## src/rtl/uart_rx_if.sv

```systemverilog
// Receive-side bus of the UART: serial line in, byte/status out, plus FSM debug taps.
// rx_ready acts as valid for rd_data; a low rd_n for one clk is the acknowledge that clears it.
interface uart_rx_if;
  logic       iUart_rx;
  logic       rd_n;
  logic [7:0] rd_data;
  logic       rx_ready;
  logic       overrun;
  logic       frame_err;
  logic       rx_busy;
  logic [1:0] dbg_state;
  logic [3:0] dbg_scnt;
  logic       dbg_tick;

  modport slave (
    input  iUart_rx, rd_n,
    output rd_data, rx_ready, overrun, frame_err, rx_busy,
    output dbg_state, dbg_scnt, dbg_tick
  );

  modport master (
    output iUart_rx, rd_n,
    input  rd_data, rx_ready, overrun, frame_err, rx_busy,
    input  dbg_state, dbg_scnt, dbg_tick
  );
endinterface

```

## src/rtl/uart_rx.sv

```systemverilog
// 8N1 UART receiver: 2-flop synchronizer, 16x oversampling, 3-sample majority vote,
// holding register with ready/overrun/framing-error flags cleared by rd_n.
module uart_rx #(
  parameter int CLK_HZ     = 50000000,
  parameter int BAUD       = 115200,
  parameter int OVERSAMPLE = 16
) (
  input  logic     clk,
  input  logic     reset_n,
  uart_rx_if.slave bus
);

  localparam int DIV = CLK_HZ / (BAUD * OVERSAMPLE);
  localparam int CW  = (DIV > 1) ? $clog2(DIV) : 1;
  localparam logic [CW-1:0] DIV_M1 = CW'(DIV - 1);

  typedef enum logic [1:0] {
    IDLE  = 2'd0,
    START = 2'd1,
    DATA  = 2'd2,
    STOP  = 2'd3
  } state_t;

  logic          sync1_q, sync2_q;
  logic [CW-1:0] div_cnt_q;
  logic          tick;
  logic          rxs;
  logic          maj;

  state_t        state_q;
  logic [3:0]    scnt_q;
  logic [2:0]    bit_idx_q;
  logic [7:0]    shift_q;
  logic          prev_s_q;
  logic          smp7_q, smp8_q;
  logic [7:0]    rd_data_q;
  logic          rx_ready_q, overrun_q, frame_err_q, rx_busy_q;

  always_ff @(posedge clk or negedge reset_n) begin
    if (!reset_n) begin
      sync1_q <= 1'b1;
      sync2_q <= 1'b1;
    end else begin
      sync1_q <= bus.iUart_rx;
      sync2_q <= sync1_q;
    end
  end

  assign rxs = sync2_q;

  always_ff @(posedge clk or negedge reset_n) begin
    if (!reset_n)  div_cnt_q <= '0;
    else if (tick) div_cnt_q <= '0;
    else           div_cnt_q <= div_cnt_q + 1'b1;
  end

  assign tick = (div_cnt_q == DIV_M1);

  // The third sample is the live value at scnt 9, so the vote needs no extra cycle.
  assign maj = (smp7_q & smp8_q) | (smp7_q & rxs) | (smp8_q & rxs);

  always_ff @(posedge clk or negedge reset_n) begin
    if (!reset_n) begin
      state_q     <= IDLE;
      scnt_q      <= '0;
      bit_idx_q   <= '0;
      shift_q     <= '0;
      prev_s_q    <= 1'b0;
      smp7_q      <= 1'b0;
      smp8_q      <= 1'b0;
      rd_data_q   <= '0;
      rx_ready_q  <= 1'b0;
      overrun_q   <= 1'b0;
      frame_err_q <= 1'b0;
      rx_busy_q   <= 1'b0;
    end else begin
      rx_busy_q <= (state_q != IDLE);

      // Clears come first so a byte or error finishing in the same cycle overrides them.
      if (!bus.rd_n) begin
        rx_ready_q  <= 1'b0;
        overrun_q   <= 1'b0;
        frame_err_q <= 1'b0;
      end

      if (tick) begin
        if (state_q == IDLE) begin
          prev_s_q <= rxs;
          if (prev_s_q && !rxs) begin
            state_q <= START;
            scnt_q  <= '0;
          end
        end else begin
          scnt_q <= scnt_q + 4'd1;
          if (scnt_q == 4'd7) smp7_q <= rxs;
          if (scnt_q == 4'd8) smp8_q <= rxs;

          case (state_q)
            START: begin
              if (scnt_q == 4'd9 && maj) begin
                state_q  <= IDLE;
                prev_s_q <= 1'b0;
              end else if (scnt_q == 4'd15) begin
                state_q   <= DATA;
                scnt_q    <= '0;
                bit_idx_q <= '0;
              end
            end
            DATA: begin
              if (scnt_q == 4'd9) shift_q <= {maj, shift_q[7:1]};
              if (scnt_q == 4'd15) begin
                scnt_q <= '0;
                if (bit_idx_q == 3'd7) state_q <= STOP;
                else                   bit_idx_q <= bit_idx_q + 3'd1;
              end
            end
            STOP: begin
              // Leaving at mid-stop lets a following start edge be caught on short stop bits;
              // prev_s is cleared so a held-low line must go high before the next frame.
              if (scnt_q == 4'd9) begin
                if (maj) begin
                  rd_data_q  <= shift_q;
                  rx_ready_q <= 1'b1;
                  if (rx_ready_q && bus.rd_n) overrun_q <= 1'b1;
                end else begin
                  frame_err_q <= 1'b1;
                end
                state_q  <= IDLE;
                prev_s_q <= 1'b0;
              end
            end
            default: ;
          endcase
        end
      end
    end
  end

  assign bus.rd_data   = rd_data_q;
  assign bus.rx_ready  = rx_ready_q;
  assign bus.overrun   = overrun_q;
  assign bus.frame_err = frame_err_q;
  assign bus.rx_busy   = rx_busy_q;
  assign bus.dbg_state = state_q;
  assign bus.dbg_scnt  = scnt_q;
  assign bus.dbg_tick  = tick;

endmodule

```

## src/flat_wrapper.sv

```systemverilog
// flat-port wrapper written by rule: the top's interface ports become plain ports
module uart_rx_flat 
#(
  parameter int CLK_HZ     = 50000000,
  parameter int BAUD       = 115200,
  parameter int OVERSAMPLE = 16
)
  (clk, reset_n, bus_iUart_rx, bus_rd_n, bus_rd_data, bus_rx_ready, bus_overrun, bus_frame_err, bus_rx_busy, bus_dbg_state, bus_dbg_scnt, bus_dbg_tick);
  uart_rx_if bus_i ();
  input  logic clk;
  input  logic reset_n;
  input wire logic [$bits(bus_i.iUart_rx)-1:0] bus_iUart_rx;
  input wire logic [$bits(bus_i.rd_n)-1:0] bus_rd_n;
  output wire logic [$bits(bus_i.rd_data)-1:0] bus_rd_data;
  output wire logic [$bits(bus_i.rx_ready)-1:0] bus_rx_ready;
  output wire logic [$bits(bus_i.overrun)-1:0] bus_overrun;
  output wire logic [$bits(bus_i.frame_err)-1:0] bus_frame_err;
  output wire logic [$bits(bus_i.rx_busy)-1:0] bus_rx_busy;
  output wire logic [$bits(bus_i.dbg_state)-1:0] bus_dbg_state;
  output wire logic [$bits(bus_i.dbg_scnt)-1:0] bus_dbg_scnt;
  output wire logic [$bits(bus_i.dbg_tick)-1:0] bus_dbg_tick;
  assign bus_i.iUart_rx = bus_iUart_rx;
  assign bus_i.rd_n = bus_rd_n;
  assign bus_rd_data = bus_i.rd_data;
  assign bus_rx_ready = bus_i.rx_ready;
  assign bus_overrun = bus_i.overrun;
  assign bus_frame_err = bus_i.frame_err;
  assign bus_rx_busy = bus_i.rx_busy;
  assign bus_dbg_state = bus_i.dbg_state;
  assign bus_dbg_scnt = bus_i.dbg_scnt;
  assign bus_dbg_tick = bus_i.dbg_tick;
  uart_rx #(.CLK_HZ(CLK_HZ), .BAUD(BAUD), .OVERSAMPLE(OVERSAMPLE)) u_core (.clk(clk), .reset_n(reset_n), .bus(bus_i));
endmodule
```

## config.mk

```make
export PLATFORM = sky130hd
export DESIGN_NAME = uart_rx_flat
export DESIGN_NICKNAME = d
export VERILOG_FILES = /design/src/rtl/uart_rx_if.sv /design/src/rtl/uart_rx.sv /design/src/flat_wrapper.sv
export SDC_FILE = /design/constraint.sdc
export NUM_CORES = 1
export LEC_CHECK = 0
export ABC_AREA = 1
export CORE_MARGIN = 3
export CORE_UTILIZATION = 62
export CTS_BUF_LIST = sky130_fd_sc_hd__clkbuf_8
export CTS_CLUSTER_DIAMETER = 200
export DETAILED_ROUTE_END_ITERATION = 10
export PLACE_DENSITY = 0.87
export SLEW_MARGIN = 10
export SYNTH_ARGS = -nofsm -noshare
export SYNTH_HDL_FRONTEND = slang
export SYNTH_SLANG_ARGS = --single-unit
```

## constraint.sdc

```tcl
create_clock -name clk -period 2.8 [get_ports clk]
set_input_delay 0.56 -clock clk [delete_from_list [all_inputs] [get_ports clk]]
set_output_delay 0.56 -clock clk [all_outputs]
set_load 0.02 [all_outputs]
```

# After elaboration in Yosys (flattened, before gate mapping)
# Index checks and enable logic that the tools add are counted.
totals:
  memories: 0
  out_inout_bits: 19
  latchBits: 0
  regBits: 39
  inputBits: 4
  ram_bits: 0
  word_cells: 102
  rom_bits: 0
classes:
  n_bitwise: 6
  magnitude_cmp: 0
  n_mux: 42
  n_shift: 0
  n_reduce_logical: 17
  eq_ne: 19
  multipliers: 0
  n_addsub: 3
  div_mod_pow: 0
ops:
  columns: ["cell", "count"]
  rows:
  - ["two-way mux 1 bit", 22]
  - ["two-way mux 4 bit", 4]
  - ["two-way mux 2 bit", 7]
  - ["AND reduction 7 bit", 2]
  - ["== test 4 bit, second input constant", 3]
  - ["two-way mux 3 bit", 4]
  - ["inequality test 3 x 1 -> 1 bit, second input constant", 4]
  - ["one-hot mux 4 bit (2 select lines)", 1]
  - ["AND reduction 4 bit", 2]
  - ["inequality test 2 bit, second input constant", 3]
  - ["one-hot mux 2 bit (3 select lines)", 1]
  - ["one-hot mux 3 bit (2 select lines)", 1]
  - ["AND reduction 3 bit", 2]
  - ["adder 5 x 1 -> 5 bit, second input constant", 1]
  - ["== test 5 bit, second input constant", 1]
  - ["two-way mux 5 bit", 1]
  - ["AND reduction 5 bit", 1]
  - ["adder 4 x 1 -> 4 bit, second input constant", 1]
  - ["== test 2 bit, second input constant", 2]
  - ["== test 4 x 3 -> 1 bit, second input constant", 1]
  - ["inequality test 2 x 1 -> 1 bit, second input constant", 2]
  - ["inequality test 4 x 1 -> 1 bit, second input constant", 1]
  - ["nonzero test 2 bit", 2]
  - ["nonzero test 4 bit", 1]
  - ["other kinds (12)", 17]

# Longest topological paths before layout
# Gate-level depths: netlist of the first run.
depth:
  ltp_word: 8
  ltp_mapped: 11
  mapped_depth_nobuf: 10

# Least setup slack after synthesis of the first run
# No wires, ideal clock.
synth_path:
  kind: "reg-to-reg"
  start: "reg u_core.state_q[0] (netlist: u_core.bus.dbg_state[0])"
  end: "reg u_core.bit_idx_q[0]"
  slack_ns: 1.076
  period_less_slack_ns: 1.724
  t_required_ns: 2.681
  path_stages_with_launch: 9
  t_arrival_ns: 1.605
  cell_sequence: "dfrtp_1 > inv_1 > ha_1 > buf_2 > o21ai_0 > nand2_1 > nor2_8 > o21ai_2 > o21a_1"
synth_between:
  elab_chain_len: 3
  word_cells_on_any_way: 11
  classes_between: "eq/ne (6); mux (1); bitwise (1); reduce/logical (3)"
synth_lines:
  columns: ["item", "line", "rtl"]
  rows:
  - ["start, declared", "uart_rx.sv:30", "state_t state_q;"]
  - ["start signal, assigned", "uart_rx.sv:64", "state_q <= IDLE;"]
  - ["start signal, assigned", "uart_rx.sv:90", "state_q <= START;"]
  - ["start signal, assigned", "uart_rx.sv:101", "state_q <= IDLE;"]
  - ["== test 2 bit (tied with other cells)", "uart_rx.sv:98", "case (state_q)"]
  - ["inequality test 2 x 1 -> 1 bit (no source line) (tied with other cells)", null, null]
  - ["AND reduction 7 bit (no source line)", null, null]
  - ["end signal, assigned", "uart_rx.sv:114", "else bit_idx_q <= bit_idx_q + 3'd1;"]
  - ["end, declared", "uart_rx.sv:32", "logic [2:0] bit_idx_q;"]
# Parallel ways exist; a longest one is shown, timed or not.
# A chain may end at the register's enable or synchronous reset.

# Final worst setup path of the first run
layout_path:
  start: "reg u_core.div_cnt_q[0]"
  end: "out bus_dbg_tick"
layout_between:
  elab_chain_len: 1
layout_lines:
  columns: ["item", "line", "rtl"]
  rows:
  - ["start, declared", "uart_rx.sv:25", "logic [CW-1:0] div_cnt_q;"]
  - ["start signal, assigned", "uart_rx.sv:54", "else div_cnt_q <= div_cnt_q + 1'b1;"]
  - ["== test 5 bit", "uart_rx.sv:57", "assign tick = (div_cnt_q == DIV_M1);"]
  - ["end, declared", "flat_wrapper.sv:21", "output wire logic [$bits(bus_i.dbg_tick)-1:0] bus_dbg_tick;"]
# No other way between the ends.

==> results.cfg, run 1 <==
[worst_setup_path]
max_stage_delay_ns = 0.66
critPathTopFamily = buffers and inverters
cp_slowest_cell = sky130_fd_sc_hd__clkdlybuf4s50_1
critical_path_buf_inv_count = 2
levels_on_crit_path = 5
timing_worst_setup_path_type = reg2out
critical_path_peak_fanout = 13
timing.critical_path.cells = inv_1, ha_1, nand2_2, nor2_8, clkdlybuf4s50_1
critical_path_arrival_ns = 1.95
cp-start-kind = register
worst_ep_required_time_ns = 2.24
ff2ff_path_depth = 9
crit_path_end_kind = output port

[floorplan]
floorplan.die.height_um = 63.8
io_pins = 23
floorplan.core_area_sq_mm = 0.00313
floorplan.initialDensity_pct = 66.3
dieWidth_um = 63.8
die_area_sq_mm = 0.00407
site_row_count = 20

[cells_and_area]
fin_nets = 257
area_growth_syn_to_layout_pct = 14.8
fillCellCount = 235
final_layout_size_suffix_gt1_share_pct = 17.8
multiInputGateArea_sq_um = 931
instances_no_fill = 286
final_cell_mix = 46 x sky130_fd_sc_hd__nand2_1, 37 x sky130_fd_sc_hd__dfrtp_1, 26 x sky130_fd_sc_hd__inv_1, 21 x sky130_fd_sc_hd__clkdlybuf4s50_1, 16 x sky130_fd_sc_hd__nor2_1
layout.area.seq_sq_um = 978
final_core_util_pct = 76.1
finalInstanceArea_sq_mm = 0.00238
antenna-diode-count = 0
final_common_cell = sky130_fd_sc_hd__nand2_1

[routing]
routedWlPerCell_um = 12.3
wl_um = 3510
vias = 1439
drtPass1Iterations = 4
drt_drc_violations_left = 0
viasPerCell = 5.03
postRouteAntennaNets = 0
detail_route.iter0.violations = 93

[pwr]
fin_total_pwr_mw = 0.957
ir_drop_mv = 0.373
cellPowerDensity_mw_per_mm2 = 402
power.static_leakage_nw = 1.11

[synth]
synthesis.instances = 217
synth.ff_latch_count = 39
synth_cell_types = 32
post-synth-top-area-cell = sky130_fd_sc_hd__dfrtp_1
synth.cell_area_sq_mm = 0.00207
post_synthesis_xor_xnor_area_fraction_pct = 1.69
synth_top_family_by_area = simple AND/OR/NAND/NOR gates
synth_largest_type_area_fraction_pct = 44.7
synthesis.area_per_instance_sq_um = 9.55
synthesis.yosys.warnings = 0
post_synthesis_share_of_cell_area_spent_on_and_or_nand_and_nor_gates_pct = 25.1
muxShareOfSynthArea_pct = 0
synthesized_area_fraction_occupied_by_ao_oa_aoi_and_oai_cells_pct = 10.9
synth_fa_ha_area_share_pct = 7.24
synthesis.nets = 233
ys_seq_area_share_pct = 47.2
yosys-top-cells-area = sky130_fd_sc_hd__dfrtp_1 45%, sky130_fd_sc_hd__nand2_1 8.3%, sky130_fd_sc_hd__ha_1 7.2%

[clocking]
postCtsHoldBufs = 0
cts-root-to-sink-buffers = 2
cts_num_sinks = 39
tritoncts.num_buffers = 5
number_of_cells_upsized_or_downsized_after_cts = 0
clkLatencyLatePin_ns = 0.29
tritoncts = built
cts_post_setup_buffers_inserted = 0
clk_slew_on_worst_s_h_paths_ns = 0.08
cts.root.buffer_cell = sky130_fd_sc_hd__clkbuf_8
h-tree-depth = 2

[sta]
fmaxAchievable_mhz = 398
finalSetupViolCount = 0
layout_worst_path_cycle_share_pct = 89.7
timing.hold.ws_ns = 0.352
timing.final.max_slew_violations = 0
worst_clock_skew_ns = 0.00684
slew_headroom_pct = 45.6
setup_tns_ns = 0
setup_repair_after_global_routing_missed_its_margin = false
timing_hold_violations_final = 0
worstMarginPinSlew_ns = 0.816
post-route-worst-setup-slack_ns = 0.289
finalCriticalPeriod_ns = 2.51

[grt]
globalRoute.totalOverflow = 0
grt_pass1_wl_um = 6560
grt_usage_pct = 20.1
grt_antenna_before_repair = 0
maximum_number_of_pins_on_one_net_before_global_route_repair = 40
first_global_vias = 1518

[placed_design]
dp_cells = 278
place.gp.congestion = 0.786
pre_cts_setup_slack_ns = 0.604
place.port_buffers = 22
half_perimeter_wire_length_of_the_detailed_placement_result_um = 2530
post_dp_cell_area_sq_mm = 0.00229

[min_path]
hold_path.class = in2async

[status]
status = complete, no violations

[flow_run]
max-cap-violations = 0
==> registers in the layout (all words and copies together), names as in the netlist, 2 cells and up <==
register / cells
u_core.div_cnt_q: 5
u_core.bus.dbg_scnt: 4
u_core.bit_idx_q: 3
u_core.bus.rd_data: 8
u_core.bus.dbg_state: 2
u_core.shift_q: 8
==> cell usage after synthesis <==
cell	instances
sky130_fd_sc_hd__a21oi_1	1
sky130_fd_sc_hd__a21oi_2	2
sky130_fd_sc_hd__buf_12	1
sky130_fd_sc_hd__buf_2	2
sky130_fd_sc_hd__buf_6	2
sky130_fd_sc_hd__dfrtp_1	37
sky130_fd_sc_hd__dfstp_2	2
sky130_fd_sc_hd__ha_1	12
sky130_fd_sc_hd__inv_1	26
sky130_fd_sc_hd__inv_2	2
sky130_fd_sc_hd__inv_4	1
sky130_fd_sc_hd__nand2_1	46
sky130_fd_sc_hd__nand2_2	4
sky130_fd_sc_hd__nand2_4	1
sky130_fd_sc_hd__nand3_1	13
sky130_fd_sc_hd__nand3_2	4
sky130_fd_sc_hd__nand3_4	1
sky130_fd_sc_hd__nand4_1	4
sky130_fd_sc_hd__nand4_4	1
sky130_fd_sc_hd__nor2_1	16
sky130_fd_sc_hd__nor2_2	1
sky130_fd_sc_hd__nor2_8	3
sky130_fd_sc_hd__nor3_4	1
sky130_fd_sc_hd__o211ai_1	1
sky130_fd_sc_hd__o21a_1	1
sky130_fd_sc_hd__o21ai_0	14
sky130_fd_sc_hd__o21ai_1	2
sky130_fd_sc_hd__o21ai_2	10
sky130_fd_sc_hd__o22ai_2	1
sky130_fd_sc_hd__o31ai_1	1
sky130_fd_sc_hd__xnor2_1	1
sky130_fd_sc_hd__xor2_1	3
==> worst paths after layout <==
path	start	end	slack [ns]
worst max-delay path	u_core.div_cnt_q[0]	bus_dbg_tick	0.29
worst min-delay path	reset_n	u_core.bus.dbg_scnt[3]	0.35
worst max register to register	u_core.bus.dbg_state[1]	u_core.bus.dbg_state[1]	0.93
worst min register to register	u_core.sync1_q	u_core.rxs	0.36
max in group asynchronous	reset_n	u_core.shift_q[2]	1.93
min in group clk	u_core.sync1_q	u_core.rxs	0.36
==> logic make-up (layout without fill, tap and decap cells) <==
kind of cell / count (synthesis) / count (layout)
simple gates: 95 / 95
flops: 39 / 39
fa+ha+maj: 12 / 12
buf+inv: 34 / 59
compound gates: 33 / 33
xor+xnor: 4 / 4
==> where the power goes <==
part	internal [mW]	switching [mW]
sequential	0.566	0.00146
clock	0.173	0.201
combinational	0.00362	0.0120
==> per-layer routing <==
| metal | global-route usage (%) | wire (um) |
|---|---|---|
| met5 | 0 | 0 |
| met4 | 6.47 | 10 |
| met3 | 3.87 | 113 |
| met2 | 32.6 | 1680 |
| met1 | 26.9 | 1710 |
==> final cells by class <==
cell class	count	area share, %
Sequential cell	39	41.1
Clock buffer	5	2.89
Inverter	29	4.68
Multi-Input combinational cell	144	39.1
Clock inverter	3	0.841
Timing Repair Buffer	22	9.04
Tap cell	44	2.31
Note: power is estimated with default switching activity, not from simulation.
==> run 2: changes to the inputs <==
CORE_UTILIZATION = 58   (was 62)
PLACE_DENSITY = 0.82   (was 0.87)
clock period = 2.5 ns   (was 2.8 ns; I/O delays follow)
==> results.cfg, run 2 (synthesis results as in run 1) <==
[worst_setup_path]
cp-start-kind = register
cp-startpoint = u_core.div_cnt_q[0]
crit_path_end_kind = output port
destination_of_the_worst_register_to_register_timing_path = u_core.bus.dbg_state[1]
critical_path_peak_fanout = 4
timing_worst_setup_path_type = reg2out
r2r-start = u_core.bus.dbg_state[0]
critical_path_arrival_ns = 1.72
setup.worst_path.end = bus_dbg_tick
ff2ff_path_depth = 9
worst_ep_required_time_ns = 2.00
register_to_register_setup_slack_ns = 0.64

[grt]
maximum_number_of_pins_on_one_net_before_global_route_repair = 40
grt_pass1_wl_um = 6290
grt_usage_pct = 19.6
globalRoute.totalOverflow = 0
first_global_vias = 1352
grt_antenna_before_repair = 0

[clocking]
postCtsHoldBufs = 0
cts_post_setup_buffers_inserted = 0
h-tree-depth = 2
number_of_cells_upsized_or_downsized_after_cts = 0
clkLatencyLatePin_ns = 0.30
cts.root.buffer_cell = sky130_fd_sc_hd__clkbuf_8
cts-root-to-sink-buffers = 2
clk_slew_on_worst_s_h_paths_ns = 0.08
tritoncts.num_buffers = 5
cts_num_sinks = 39
tritoncts = built

[routing]
wl_um = 3580
viasPerCell = 5.17
drtPass1Iterations = 5
detail_route.iter0.violations = 75
postRouteAntennaNets = 0
routedWlPerCell_um = 12.4
vias = 1494
drt_drc_violations_left = 0

[placed_design]
half_perimeter_wire_length_of_the_detailed_placement_result_um = 2610
place.gp.congestion = 0.867
pre_cts_setup_slack_ns = 0.605
place.port_buffers = 22
dp_cells = 281

[floorplan]
site_row_count = 21
dieWidth_um = 65.8
io_pins = 23
floorplan.initialDensity_pct = 61.2
die_area_sq_mm = 0.00433
floorplan.core_area_sq_mm = 0.00339
floorplan.die.height_um = 65.8

[pwr]
fin_total_pwr_mw = 1.18
switching_power_mw = 0.246
power.internal_mw = 0.935
ir_drop_mv = 0.333
cellPowerDensity_mw_per_mm2 = 489
sequentialPowerShare_pct = 53.9
comb_power_share_pct = 1.5
power.static_leakage_nw = 1.13
netSwitchingFraction_pct = 20.8
power.share.clock_pct = 44.7

[sta]
setup_repair_after_global_routing_missed_its_margin = false
finalCriticalPeriod_ns = 2.22
fmaxAchievable_mhz = 450
setup_tns_ns = 0
layout_worst_path_cycle_share_pct = 88.9
worstMarginPinSlew_ns = 0.830
slew_headroom_pct = 44.7
timing.final.max_slew_violations = 0
timing_hold_violations_final = 0
post-route-worst-setup-slack_ns = 0.278
worst_clock_skew_ns = 0.00606
finalSetupViolCount = 0
timing.hold.ws_ns = 0.297

[cells_and_area]
area_growth_syn_to_layout_pct = 16.4
fin_nets = 258
final_cell_mix = 46 x sky130_fd_sc_hd__nand2_1, 37 x sky130_fd_sc_hd__dfrtp_1, 26 x sky130_fd_sc_hd__inv_1, 21 x sky130_fd_sc_hd__clkdlybuf4s50_1, 16 x sky130_fd_sc_hd__nor2_1
final_common_cell = sky130_fd_sc_hd__nand2_1
instances_no_fill = 289
final_layout_size_suffix_gt1_share_pct = 18.1
fillCellCount = 242
antenna-diode-count = 0

[min_path]
hold_path.class = in2async

[status]
status = complete, no violations

[flow_run]
max-cap-violations = 0
==> run 2: cell count changes in the layout (fill, tap and decap cells not counted), sizes merged <==
cell      delta
buf          +1
bufinv       +1
clkinv       +1
clkinvlp     -2
==> run 2: worst min path at each step <==
stage / start / end / slack (ns) / cells past startpoint
finish: reset_n / u_core.bus.rd_data[6] / 0.30 / 1
CTS: reset_n / u_core.bus.frame_err / 0.33 / 1
global placement: u_core.sync1_q / u_core.rxs / 0.36 / 0
global route: reset_n / u_core.bus.frame_err / 0.37 / 1
floorplan: reset_n / u_core.bit_idx_q[0] / 0.20 / 0
detailed placement: u_core.sync1_q / u_core.rxs / 0.35 / 0
==> run 2: cell type report <==
class	instances	area [sq um]	area share [%]
repair buffers	23	223	9.23
inverters	29	111	4.61
clock inverters	3	43.8	1.81
clock buffers	5	68.8	2.85
multi-input cells	144	931	38.6
well taps	46	57.6	2.38
flip-flops and latches	39	978	40.5
==> run 2: worst max-delay path, stage by stage, from the launching register on <==
cell	delay, ns
sky130_fd_sc_hd__dfrtp_1	0.42
sky130_fd_sc_hd__inv_1	0.07
sky130_fd_sc_hd__ha_1	0.15
sky130_fd_sc_hd__nand2_2	0.08
sky130_fd_sc_hd__nor2_8	0.11
sky130_fd_sc_hd__clkdlybuf4s50_1	0.60
==> run 2: power by group through the flow <==
stage	Combinational [mW]	Sequential, mW	Clock, mW
finish	0.0174	0.636	0.528
floorplan	0.00193	0.648	0
detailed placement	0.0188	0.648	0
global placement	0.0187	0.648	0
CTS	0.0187	0.636	0.535
global route	0.0210	0.636	0.561
==> run 2: stage by stage <==
step	instance area (sq um)	util, %
after CTS	2410	71.2
after floorplan	2070	-
after global placement	2300	67.9
after detailed placement	2300	67.9
final	2410	71.2
after global routing	2410	71.2
==> run 2: layer usage <==
layer | global-route usage (%) | up-vias | part of all wire (%)
met2 | 31.3 | 32 | 48
li1 | - | 745 | -
met5 | 0 | - | 0
met3 | 4.59 | 6 | 4.5
met1 | 25.1 | 711 | 45
met4 | 9.33 | 0 | 2.0
==> run 3: changes to the inputs <==
CAP_MARGIN = 20   (was unset)
CORE_ASPECT_RATIO = 0.9   (was unset)
CTS_CLUSTER_SIZE = 30   (was unset)
==> results.cfg, run 3 (synthesis results as in run 1) <==
[status]
status = complete, no violations

[grt]
first_global_vias = 1499
globalRouteMet3Util_pct = 6.75
grt_usage_pct = 19.7
globalRouteMet1Util_pct = 25.1
gr-max-usage-layer = met2
maximum_number_of_pins_on_one_net_before_global_route_repair = 40
global_routing_met2_resource_utilization_pct = 29.5
globalRoute.totalOverflow = 0
grt_pass1_wl_um = 6730
grt_antenna_before_repair = 0

[floorplan]
die_area_sq_mm = 0.00433
site_row_count = 19
dieWidth_um = 69.0
io_pins = 23
floorplan.core_area_sq_mm = 0.00323
floorplan.initialDensity_pct = 64.1
floorplan.die.height_um = 62.7

[pwr]
cellPowerDensity_mw_per_mm2 = 455
ir_drop_mv = 0.336
power.static_leakage_nw = 1.13

[flow_run]
max-cap-violations = 0

[worst_setup_path]
timing.critical_path.cells = inv_1, ha_1, nand2_2, nor2_8, clkdlybuf4s50_1
worst_ep_required_time_ns = 2.00
critical_path_buf_inv_count = 2
cp-start-kind = register
ff2ff_path_depth = 7
timing_worst_setup_path_type = reg2out
critical_path_arrival_ns = 1.74
crit_path_end_kind = output port
critical_path_peak_fanout = 4
max_stage_delay_ns = 0.60
critPathTopFamily = buffers and inverters
levels_on_crit_path = 5
cp-startpoint = u_core.div_cnt_q[0]
destination_of_the_worst_register_to_register_timing_path = u_core.bus.dbg_state[0]
cp_slowest_cell = sky130_fd_sc_hd__clkdlybuf4s50_1
setup.worst_path.end = bus_dbg_tick
r2r-start = u_core.bus.dbg_state[0]
register_to_register_setup_slack_ns = 0.67

[clocking]
number_of_cells_upsized_or_downsized_after_cts = 0
cts-root-to-sink-buffers = 2
clk_slew_on_worst_s_h_paths_ns = 0.07
postCtsHoldBufs = 0
cts_num_sinks = 39
cts.root.buffer_cell = sky130_fd_sc_hd__clkbuf_8
tritoncts = built
h-tree-depth = 2
clkLatencyLatePin_ns = 0.30
tritoncts.num_buffers = 5
cts_post_setup_buffers_inserted = 0

[placed_design]
place.gp.congestion = 0.786
half_perimeter_wire_length_of_the_detailed_placement_result_um = 2840
place.port_buffers = 22

[sta]
worstMarginPinSlew_ns = 0.850
worst_clock_skew_ns = 0.00633
layout_worst_path_cycle_share_pct = 89.5
timing.final.max_slew_violations = 0
setup_tns_ns = 0
finalCriticalPeriod_ns = 2.24
timing.hold.ws_ns = 0.310
finalSetupViolCount = 0
timing_hold_violations_final = 0
fmaxAchievable_mhz = 447
setup_repair_after_global_routing_missed_its_margin = false
slew_headroom_pct = 43.3

[cells_and_area]
area_growth_syn_to_layout_pct = 15.1
final_layout_size_suffix_gt1_share_pct = 17.7
final_cell_mix = 46 x sky130_fd_sc_hd__nand2_1, 37 x sky130_fd_sc_hd__dfrtp_1, 27 x sky130_fd_sc_hd__inv_1, 21 x sky130_fd_sc_hd__clkdlybuf4s50_1, 16 x sky130_fd_sc_hd__nor2_1
final_common_cell = sky130_fd_sc_hd__nand2_1
antenna-diode-count = 0
fin_nets = 258

[routing]
routedWlPerCell_um = 13.3
wl_um = 3790
drtPass1Iterations = 4
postRouteAntennaNets = 0
drt_drc_violations_left = 0
detail_route.iter0.violations = 87
viasPerCell = 5.31
vias = 1512

[min_path]
hold_path.class = in2async
[run 3: cell types whose count changed in the layout (fill, tap and decap cells not counted)]
cell / previous run / this run
sky130_fd_sc_hd__clkbuf_8: 5 / 6
sky130_fd_sc_hd__bufinv_16: 1 / 0
sky130_fd_sc_hd__clkinv_4: 1 / 0
sky130_fd_sc_hd__inv_1: 26 / 27
[run 3: cell type report]
class	instances	area [sq um]
flip-flops and latches	39	978
multi-input cells	144	931
fillers	250	846
repair buffers	23	223
inverters	29	111
clock buffers	6	82.6
well taps	42	52.6
clock inverters	2	8.76
[run 3: worst register-to-register path: cells and delay by family (launching register included)]
| kind | cells | cell delay (ns) |
|---|---|---|
| DFF | 1 | 0.45 |
| adders and majority gates | 1 | 0.45 |
| and+or+nand+nor | 3 | 0.40 |
| AOI/OAI and AO/OA | 1 | 0.26 |
| buffers and inverters | 2 | 0.18 |
[run 3: worst min path at each step]
| stage | from | slack [ns] | cells after the start | endpoint |
|---|---|---|---|---|
| after floorplan | reset_n | 0.20 | 0 | u_core.bit_idx_q[0] |
| after global routing | reset_n | 0.35 | 1 | u_core.smp7_q |
| after global placement | u_core.sync1_q | 0.35 | 0 | u_core.rxs |
| after detailed placement | u_core.sync1_q | 0.35 | 0 | u_core.rxs |
| final | reset_n | 0.31 | 1 | u_core.bus.dbg_scnt[3] |
| after CTS | reset_n | 0.33 | 1 | u_core.div_cnt_q[3] |
[run 3: per-layer routing]
metal  share of wire [%]  wire length, um
met5                   0                0
met4                 2.1               81
met3                 5.7              215
met2                  45             1720
met1                  47             1770
[run 3: per-stage QoR]
stage               setup slack (ns)  instance area (sq um)  utilization, %  instances  total power [mW]
finish                         0.261                   2390            73.8        285              1.09
floorplan                      0.776                   2070               -        217             0.650
global route                   0.175                   2390            73.8        285              1.13
detailed placement             0.566                   2300            71.0        277             0.668
CTS                            0.247                   2390            73.8        285              1.10
global placement               0.626                   2300            71.0        277             0.667
[run 3: where the power goes]
| group | leakage, nW | switching (mW) | internal (mW) |
|---|---|---|---|
| combinational | 0.553 | 0.0145 | 0.00407 |
| sequential | 0.521 | 0.00160 | 0.634 |
| clock | 0.0524 | 0.214 | 0.218 |
